## src/rtl/dual_bit_serializer.sv

```systemverilog
// Parallel-to-serial stimulus stage for two-input bit-serial FSMs: shifts word_x/word_y
// out MSB-first on x/y and collects the FSM's z response into resp.
module dual_bit_serializer #(
   parameter int WIDTH = 16,
   parameter int Z_LAT = 0
) (
   input  logic             clk,
   input  logic             rst,
   input  logic             load_valid,
   output logic             load_ready,
   input  logic [WIDTH-1:0] word_x,
   input  logic [WIDTH-1:0] word_y,
   input  logic             z_in,
   output logic             x,
   output logic             y,
   output logic             bit_valid,
   output logic             busy,
   output logic             done,
   output logic [WIDTH-1:0] resp,
   output logic [1:0]       state_dbg
);

   localparam int CW = $clog2(WIDTH + 1);

   typedef enum logic [1:0] {
      S_IDLE  = 2'd0,
      S_SHIFT = 2'd1,
      S_DRAIN = 2'd2,
      S_DONE  = 2'd3
   } state_t;

   state_t           r_state;
   state_t           w_next;
   logic [WIDTH-1:0] r_sx;
   logic [WIDTH-1:0] r_sy;
   logic [CW-1:0]    r_cnt;
   logic [CW-1:0]    w_cnt_inc;
   logic             w_last;
   logic             w_load;
   logic             r_bv_d;
   logic             w_cap_en;

   // Load handshake: a word pair transfers at a rising edge where load_valid and
   // load_ready are both high; load_ready is high only in IDLE, so offers made while
   // busy are dropped, never queued.
   assign w_load    = (r_state == S_IDLE) && load_valid;
   assign w_cnt_inc = r_cnt + CW'(1);
   assign w_last    = (w_cnt_inc == CW'(WIDTH));
   assign w_cap_en  = (Z_LAT == 1) ? r_bv_d : bit_valid;

   always_comb begin
      w_next = r_state;
      case (r_state)
         S_IDLE:  if (load_valid) w_next = S_SHIFT;
         S_SHIFT: if (w_last) w_next = (Z_LAT == 1) ? S_DRAIN : S_DONE;
         S_DRAIN: w_next = S_DONE;
         S_DONE:  w_next = S_IDLE;
         default: w_next = S_IDLE;
      endcase
   end

   // Status outputs are decoded from the next state so they are flops, not gates.
   always_ff @(posedge clk or negedge rst) begin
      if (!rst) begin
         r_state    <= S_IDLE;
         load_ready <= 1'b1;
         bit_valid  <= 1'b0;
         busy       <= 1'b0;
         done       <= 1'b0;
      end else begin
         r_state    <= w_next;
         load_ready <= (w_next == S_IDLE);
         bit_valid  <= (w_next == S_SHIFT);
         busy       <= (w_next == S_SHIFT) || (w_next == S_DRAIN);
         done       <= (w_next == S_DONE);
      end
   end

   always_ff @(posedge clk or negedge rst) begin
      if (!rst) begin
         r_sx   <= '0;
         r_sy   <= '0;
         r_cnt  <= '0;
         resp   <= '0;
         r_bv_d <= 1'b0;
      end else begin
         r_bv_d <= bit_valid;
         if (w_load) begin
            r_sx  <= word_x;
            r_sy  <= word_y;
            r_cnt <= '0;
            resp  <= '0;
         end else begin
            if (r_state == S_SHIFT) begin
               r_sx  <= {r_sx[WIDTH-2:0], 1'b0};
               r_sy  <= {r_sy[WIDTH-2:0], 1'b0};
               r_cnt <= w_cnt_inc;
            end
            if (w_cap_en) resp <= {resp[WIDTH-2:0], z_in};
         end
      end
   end

   // After WIDTH shifts the registers hold only zeros, so x/y idle low outside SHIFT.
   assign x         = r_sx[WIDTH-1];
   assign y         = r_sy[WIDTH-1];
   assign state_dbg = r_state;

endmodule

```

## config.mk

```make
export PLATFORM = sky130hd
export DESIGN_NAME = dual_bit_serializer
export DESIGN_NICKNAME = d
export VERILOG_FILES = /design/src/rtl/dual_bit_serializer.sv
export SDC_FILE = /design/constraint.sdc
export NUM_CORES = 1
export LEC_CHECK = 0
export CAP_MARGIN = 20
export CORE_ASPECT_RATIO = 0.8
export CORE_UTILIZATION = 54
export CTS_CLUSTER_DIAMETER = 120
export CTS_CLUSTER_SIZE = 28
export DETAILED_ROUTE_END_ITERATION = 12
export PLACE_DENSITY = 0.82
export SLEW_MARGIN = 15
export SYNTH_ARGS = -nofsm -noshare
export SYNTH_HDL_FRONTEND = slang
export SYNTH_SLANG_ARGS = --single-unit
export TNS_END_PERCENT = 100
```

## constraint.sdc

```tcl
create_clock -name clk -period 4.3 [get_ports clk]
set_input_delay 1.075 -clock clk [delete_from_list [all_inputs] [get_ports clk]]
set_output_delay 1.075 -clock clk [all_outputs]
set_load 0.1 [all_outputs]
```

==> metrics.yaml, run 1 <==
outcome:
  status: "finished clean"
power_and_ir_drop:
  seq_power_share: 0.325
  combPwrFrac: 0.527
  switchingPower_mw: 1.44
  internal_power_mw: 1.53
  p_per_area_nw_per_um2: 868
  max-vdd-ir-drop_v: 0.000637
  leakage_nw: 1.74
  clock_power_share: 0.148
  p_sw_frac: 0.485
clock_tree:
  cts_setup_buffers: 0
  cts.sinks: 59
  htreeDepth: 3
  clockBufferDepth: 2
  cts_hold_buffers: 0
  cts_tree: "yes"
  cts_resized: 0
  cts-root-buf: "clkbuf_8"
  cts-buffers-inserted: 9
  clock_latency_ps: 340
  clkTransAtPathRegs_ps: 60
setup_path:
  path_buf_inv: 1
  critPathLaunchType: "register"
  critPathSlowestCell: "clkdlybuf4s50_1"
  max_stage_delay_ps: 1120
  crit_start: "load_ready"
  critPathKind: "register to output port"
  end_kind: "output port"
  worstRegToRegCells: 7
  worstReg2RegStart: "state_dbg[1]"
  path_cells: "clkdlybuf4s50_1"
  cp_data_required_time_ps: 3220
  cp.depth: 1
  crit_end: "load_ready"
  arrival_ps: 1960
  critical_path.top_delay_family: "buffers and inverters"
  worstReg2RegEnd: "busy"
  r2r_slack_ps: 2250
  path_max_fanout: 1
sta:
  worst_pin_slew_ps: 974
  max_freq_mhz: 330
  slew_headroom: 0.349
  hold_ws_ps: 537
  final_hold_viol_count: 0
  fin_crit_sh: 0.705
  grt_setup_unrepaired: "no"
  setup_viol_count_final: 0
  finalSetupTns_ps: 0
  slew_violations: 0
  clock-skew-final_ps: 9.69
  period_minus_slack_ps: 3030
routing:
  firstDrtPassIters: 4
  route.detailed.drc: 0
  vias: 1906
  drtAntennaViolNets: 0
  top_layer: "met4"
  drtIter0Drc: 138
  detail_route.wl_per_cell_um: 13.5
  dr_wl_met3_um: 264
  wl_met1_mm: 2.25
  vias_per_cell: 5.22
  wl_met2_mm: 2.34
  drt-total-wl_mm: 4.93
hold_path:
  hp-class: "register to register"
finish:
  drive_above_1_share: 0.0754
  area_growth_pct: 27.7
  diodes: 0
  nets: 342
floorplan:
  die_area_um2: 5260
  core_um2: 4680
  start_util: 0.573
  die_w_um: 80.8
  die_h_um: 65.0
  rows: 22
  io_pins: 60
yosys:
  synth.area.top_cells: "dfrtp_1 54%, mux2i_1 18%, o21ai_1 6.0%"
  syn_inst: 241
  yosysSeqAreaShare: 0.551
  synth.top_cell.area_share: 0.541
  yosysUniqueCellTypes: 24
  ys_warn_count: 0
  synthesis.area_um2: 2680
  yosys.area.top_type: "dfrtp_1"
  syn_nets: 283
  synth_area_per_cell_um2: 11.1
  ys_seq_elements: 59
global_route:
  antenna_found_initial: 0
  gr-usage-all-layers: 0.221
  grt-ovfl-total: 0
  grt_pass1_vias: 1873
  grt_max_degree: 40
  grt_first_pass_wirelength_mm: 8.54
place:
  hpwl_mm: 3.27
  io_buffers: 59
  place_congestion: 0.769
run:
  cap_viol_max_count: 0
## layer usage
layer  GRT usage  vias up
met4      0.0871        0
li1            -      935
met3      0.0775        9
met1       0.286      920
met5           0        -
met2       0.338       42
## Yosys cell counts
| library cell | instances |
|---|---|
| buf_8 | 2 |
| buf_4 | 6 |
| a21o_1 | 3 |
| buf_6 | 2 |
| nor2_2 | 1 |
| a21oi_1 | 1 |
| ha_1 | 6 |
| clkbuf_1 | 2 |
| dfstp_2 | 1 |
| nor2_1 | 23 |
| a211oi_1 | 2 |
| mux2i_1 | 48 |
| nand2b_1 | 4 |
| and2_2 | 1 |
| nand3_1 | 1 |
| dfrtp_1 | 58 |
| nand2_1 | 35 |
| xor2_1 | 3 |
| nand4_1 | 2 |
| xnor2_1 | 1 |
| inv_1 | 3 |
| buf_2 | 3 |
| o21ai_1 | 32 |
| o22ai_1 | 1 |
## area by class of cell
cell class                      count  area, um^2
Clock buffer                       14         163
Tap cell                           60        75.1
Fill cell                         348        1250
Inverter                            3        11.3
Sequential cell                    59        1480
Timing Repair Buffer               63         613
Clock inverter                      2        10.0
Multi-Input combinational cell    164        1080
## registers in the layout (all words and copies together) (netlist names)
| signal | cells |
|---|---|
| state_dbg | 2 |
| bit_valid | 1 |
| done | 1 |
| busy | 1 |
| load_ready | 1 |
| r_sx | 16 |
| resp | 16 |
| r_sy | 16 |
| r_cnt | 5 |
## cell usage in the layout, fill, tap and decap left out, types with 2 or more instances in the layout
master,instances
clkbuf_8,11
nand2b_1,4
dfrtp_1,58
a211oi_1,2
clkinv_2,2
nand4_1,2
ha_1,5
buf_4,5
mux2i_1,48
nand2_1,35
clkbuf_1,3
a21o_1,3
inv_1,3
nor2_1,23
clkdlybuf4s50_1,57
xor2_1,3
o21ai_1,32
## power by group through the flow
stage,Clock (mW),Combinational (mW),Sequential (mW)
2_1_floorplan,0,0.697,1.54
3_3_place_gp,0,1.53,0.962
3_5_place_dp,0,1.57,0.970
4_1_cts,0.454,1.58,0.967
5_1_grt,0.484,1.68,0.998
6_report,0.440,1.57,0.966
## how the worst min path moves through the flow
stage,startpoint,to,slack [ps],cells past startpoint
global route,r_sx[0],r_sx[0],560,2
detailed placement,resp[15],resp[15],530,2
global placement,resp[15],resp[15],510,2
floorplan,r_sx[0],r_sx[0],510,2
finish,resp[15],resp[15],540,2
CTS,resp[15],resp[15],540,2
## per-stage QoR
step                      setup WS (ps)  power (mW)  cells   util  cell area (um^2)
final                              1270        2.97    365  0.732              3430
after global placement             1610        2.49    349  0.695              3250
after detailed placement           1610        2.54    349  0.695              3250
after global routing               1220        3.16    365  0.732              3430
after floorplan                    2060        2.24    241      -              2680
after CTS                          1240        3.00    365  0.732              3430
## worst min-delay path: stages (launching register included)
cell and delay, ps:
dfrtp_1 350, mux2i_1 70, nor2_1 80
## kinds of logic (layout without fill, tap and decap cells)
kind of cell / Yosys count / in the layout / synth area share
fa+ha+maj: 6 / 6 / 0.0280
mux: 48 / 48 / 0.179
simple gates: 67 / 67 / 0.102
buf+inv: 18 / 82 / 0.0490
compound gates: 39 / 39 / 0.0779
xor+xnor: 4 / 4 / 0.0131
flops: 59 / 59 / 0.551
Power figures use the tool's default switching activity.
==> run 2, diff against run 1 <==
CORE_UTILIZATION = 50   (was 54)
PLACE_DENSITY = 0.76   (was 0.82)
clock period = 2.9 ns   (was 4.3 ns; I/O delays follow)
==> metrics.yaml, run 2 (synthesis gave the netlist of run 1 again) <==
place:
  hpwl_mm: 3.08  # -6.1%
  place_congestion: 0.706  # -8.3%
  io_buffers: 59  # unchanged
  placed_area_um2: 3220  # -0.92%
floorplan:
  io_pins: 60  # unchanged
  start_util: 0.527  # -0.0466
  rows: 23  # +4.5%
  die_h_um: 67.5  # +3.8%
  die_w_um: 83.9  # +3.8%
  core_um2: 5090  # +8.9%
  die_area_um2: 5660  # +7.8%
sta:
  worst_pin_slew_ps: 666  # -308 ps
  finalSetupTns_ps: 0  # unchanged
  slew_headroom: 0.556  # +0.207
  clock-skew-final_ps: 9.15  # -0.539 ps
  grt_setup_unrepaired: "no"
  slew_violations: 0  # unchanged
  final_hold_viol_count: 0  # unchanged
  setup_viol_count_final: 0  # unchanged
  max_freq_mhz: 500
  period_minus_slack_ps: 2000
  fin_crit_sh: 0.690
outcome:
  status: "finished, violations left"
  violations: "DRC"
power_and_ir_drop:
  totalPowerFinal_mw: 4.44  # +49%
  p_sw_frac: 0.477  # -0.00822
  seq_power_share: 0.314  # -0.011
  internal_power_mw: 2.32  # +52%
  switchingPower_mw: 2.12  # +47%
  combPwrFrac: 0.522  # -0.005
  p_per_area_nw_per_um2: 1300  # +50%
  clock_power_share: 0.165  # +0.017
  leakage_nw: 1.79  # +2.9%
  max-vdd-ir-drop_v: 0.000783  # +23%
run:
  cap_viol_max_count: 0  # unchanged
finish:
  area_growth_pct: 27.4
  final_common_cell: "dfrtp_1"
  n_fill_cell: 423  # +22%
  ff_latch_area_um2: 1480  # unchanged
  nets: 342  # unchanged
  mostFrequentLayoutCells: "58 x dfrtp_1, 48 x mux2i_1, 35 x nand2_1"
  reg_top3: "r_sx (16), r_sy (16), resp (16)"
  diodes: 0  # unchanged
  multi_input_area_um2: 1080  # unchanged
  final_area_um2: 3420  # -0.26%
  post-route-util: 0.671  # -0.0612
  drive_above_1_share: 0.151  # +0.0759
routing:
  drtAntennaViolNets: 0  # unchanged
  route.detailed.drc: 3  # +3
  vias: 1832  # -3.9%
  vias_per_cell: 5.01  # -4.1%
  drtIter0Drc: 151  # +9.4%
  firstDrtPassIters: 8  # +4
  detail_route.wl_per_cell_um: 12.9  # -4.5%
  drt-total-wl_mm: 4.72  # -4.2%
global_route:
  antenna_found_initial: 0  # unchanged
  grt-ovfl-total: 0  # unchanged
  grt_first_pass_wirelength_mm: 7.66  # -10%
  gr-usage-all-layers: 0.181  # -0.0394
  grt_max_degree: 86  # +110%
  grt_pass1_vias: 1674  # -11%
clock_tree:
  htreeDepth: 3  # unchanged
  cts_hold_buffers: 0  # unchanged
  cts.sinks: 59  # unchanged
  cts_tree: "yes"
  cts-buffers-inserted: 9  # unchanged
  cts_resized: 0  # unchanged
  cts-root-buf: "clkbuf_8"
  cts_setup_buffers: 0  # unchanged
  clock_latency_ps: 330  # about the same
  clockBufferDepth: 2  # unchanged
  clkTransAtPathRegs_ps: 60  # about the same
setup_path:
  critPathKind: "register to output port"
  cp_data_required_time_ps: 2170  # -1050 ps
  end_kind: "output port"
  path_max_fanout: 17  # +16
  arrival_ps: 1270  # -690 ps
  critPathLaunchType: "register"
hold_path:
  hp-class: "input port to async pin"
[run 2: cell count changes in the layout (fill, tap and decap cells not counted), sizes merged]
| cell | previous run | this run |
|---|---|---|
| clkbuf | 14 | 13 |
| clkinv | 2 | 1 |
| bufinv | 0 | 1 |
| buf | 6 | 29 |
| clkdlybuf4s50 | 57 | 34 |
[run 2: final cells by class]
cell class | count | share of cell area
inverter | 3 | 0.00330
sequential | 59 | 0.432
multi-input combinational | 164 | 0.315
timing repair buffer | 63 | 0.170
clock inverter | 2 | 0.0103
clock buffer | 13 | 0.0465
tap | 62 | 0.0227
[run 2: routing by layer]
| metal | share of wire | global-route usage |
|---|---|---|
| met5 | 0 | 0 |
| met4 | 0.014 | 0.0647 |
| met3 | 0.054 | 0.0795 |
| met2 | 0.44 | 0.282 |
| met1 | 0.50 | 0.229 |
[run 2: path summary, 6_finish.rpt]
path | cells after the start | slack (ps) | to | start
min in group clk | 2 | 530 | resp[15] | resp[15]
min | 1 | 430 | bit_valid | rst
max reg2reg | 6 | 1160 | r_cnt[4] | state_dbg[1]
max | 2 | 900 | bit_valid | bit_valid
max in group asynchronous | 2 | 1880 | resp[11] | rst
min reg2reg | 2 | 530 | resp[15] | resp[15]
[run 2: critical path: stages (launching register included)]
cell     delay, ps
dfrtp_1        330
buf_4          270
buf_4          350
[run 2: through the flow]
stage | instances | hold slack, ps | setup slack [ps]
floorplan | 241 | 429 | 664
global placement | 351 | 511 | 950
detailed placement | 351 | 517 | 914
CTS | 366 | 429 | 873
global route | 366 | 459 | 825
finish | 366 | 429 | 900
[run 2: power by group through the flow]
stage	Clock, mW	Sequential [mW]	Combinational [mW]
6_report	0.730	1.39	2.31
5_1_grt	0.794	1.43	2.47
4_1_cts	0.759	1.39	2.34
3_5_place_dp	0	1.40	2.33
3_3_place_gp	0	1.39	2.28
2_1_floorplan	0	2.28	1.03
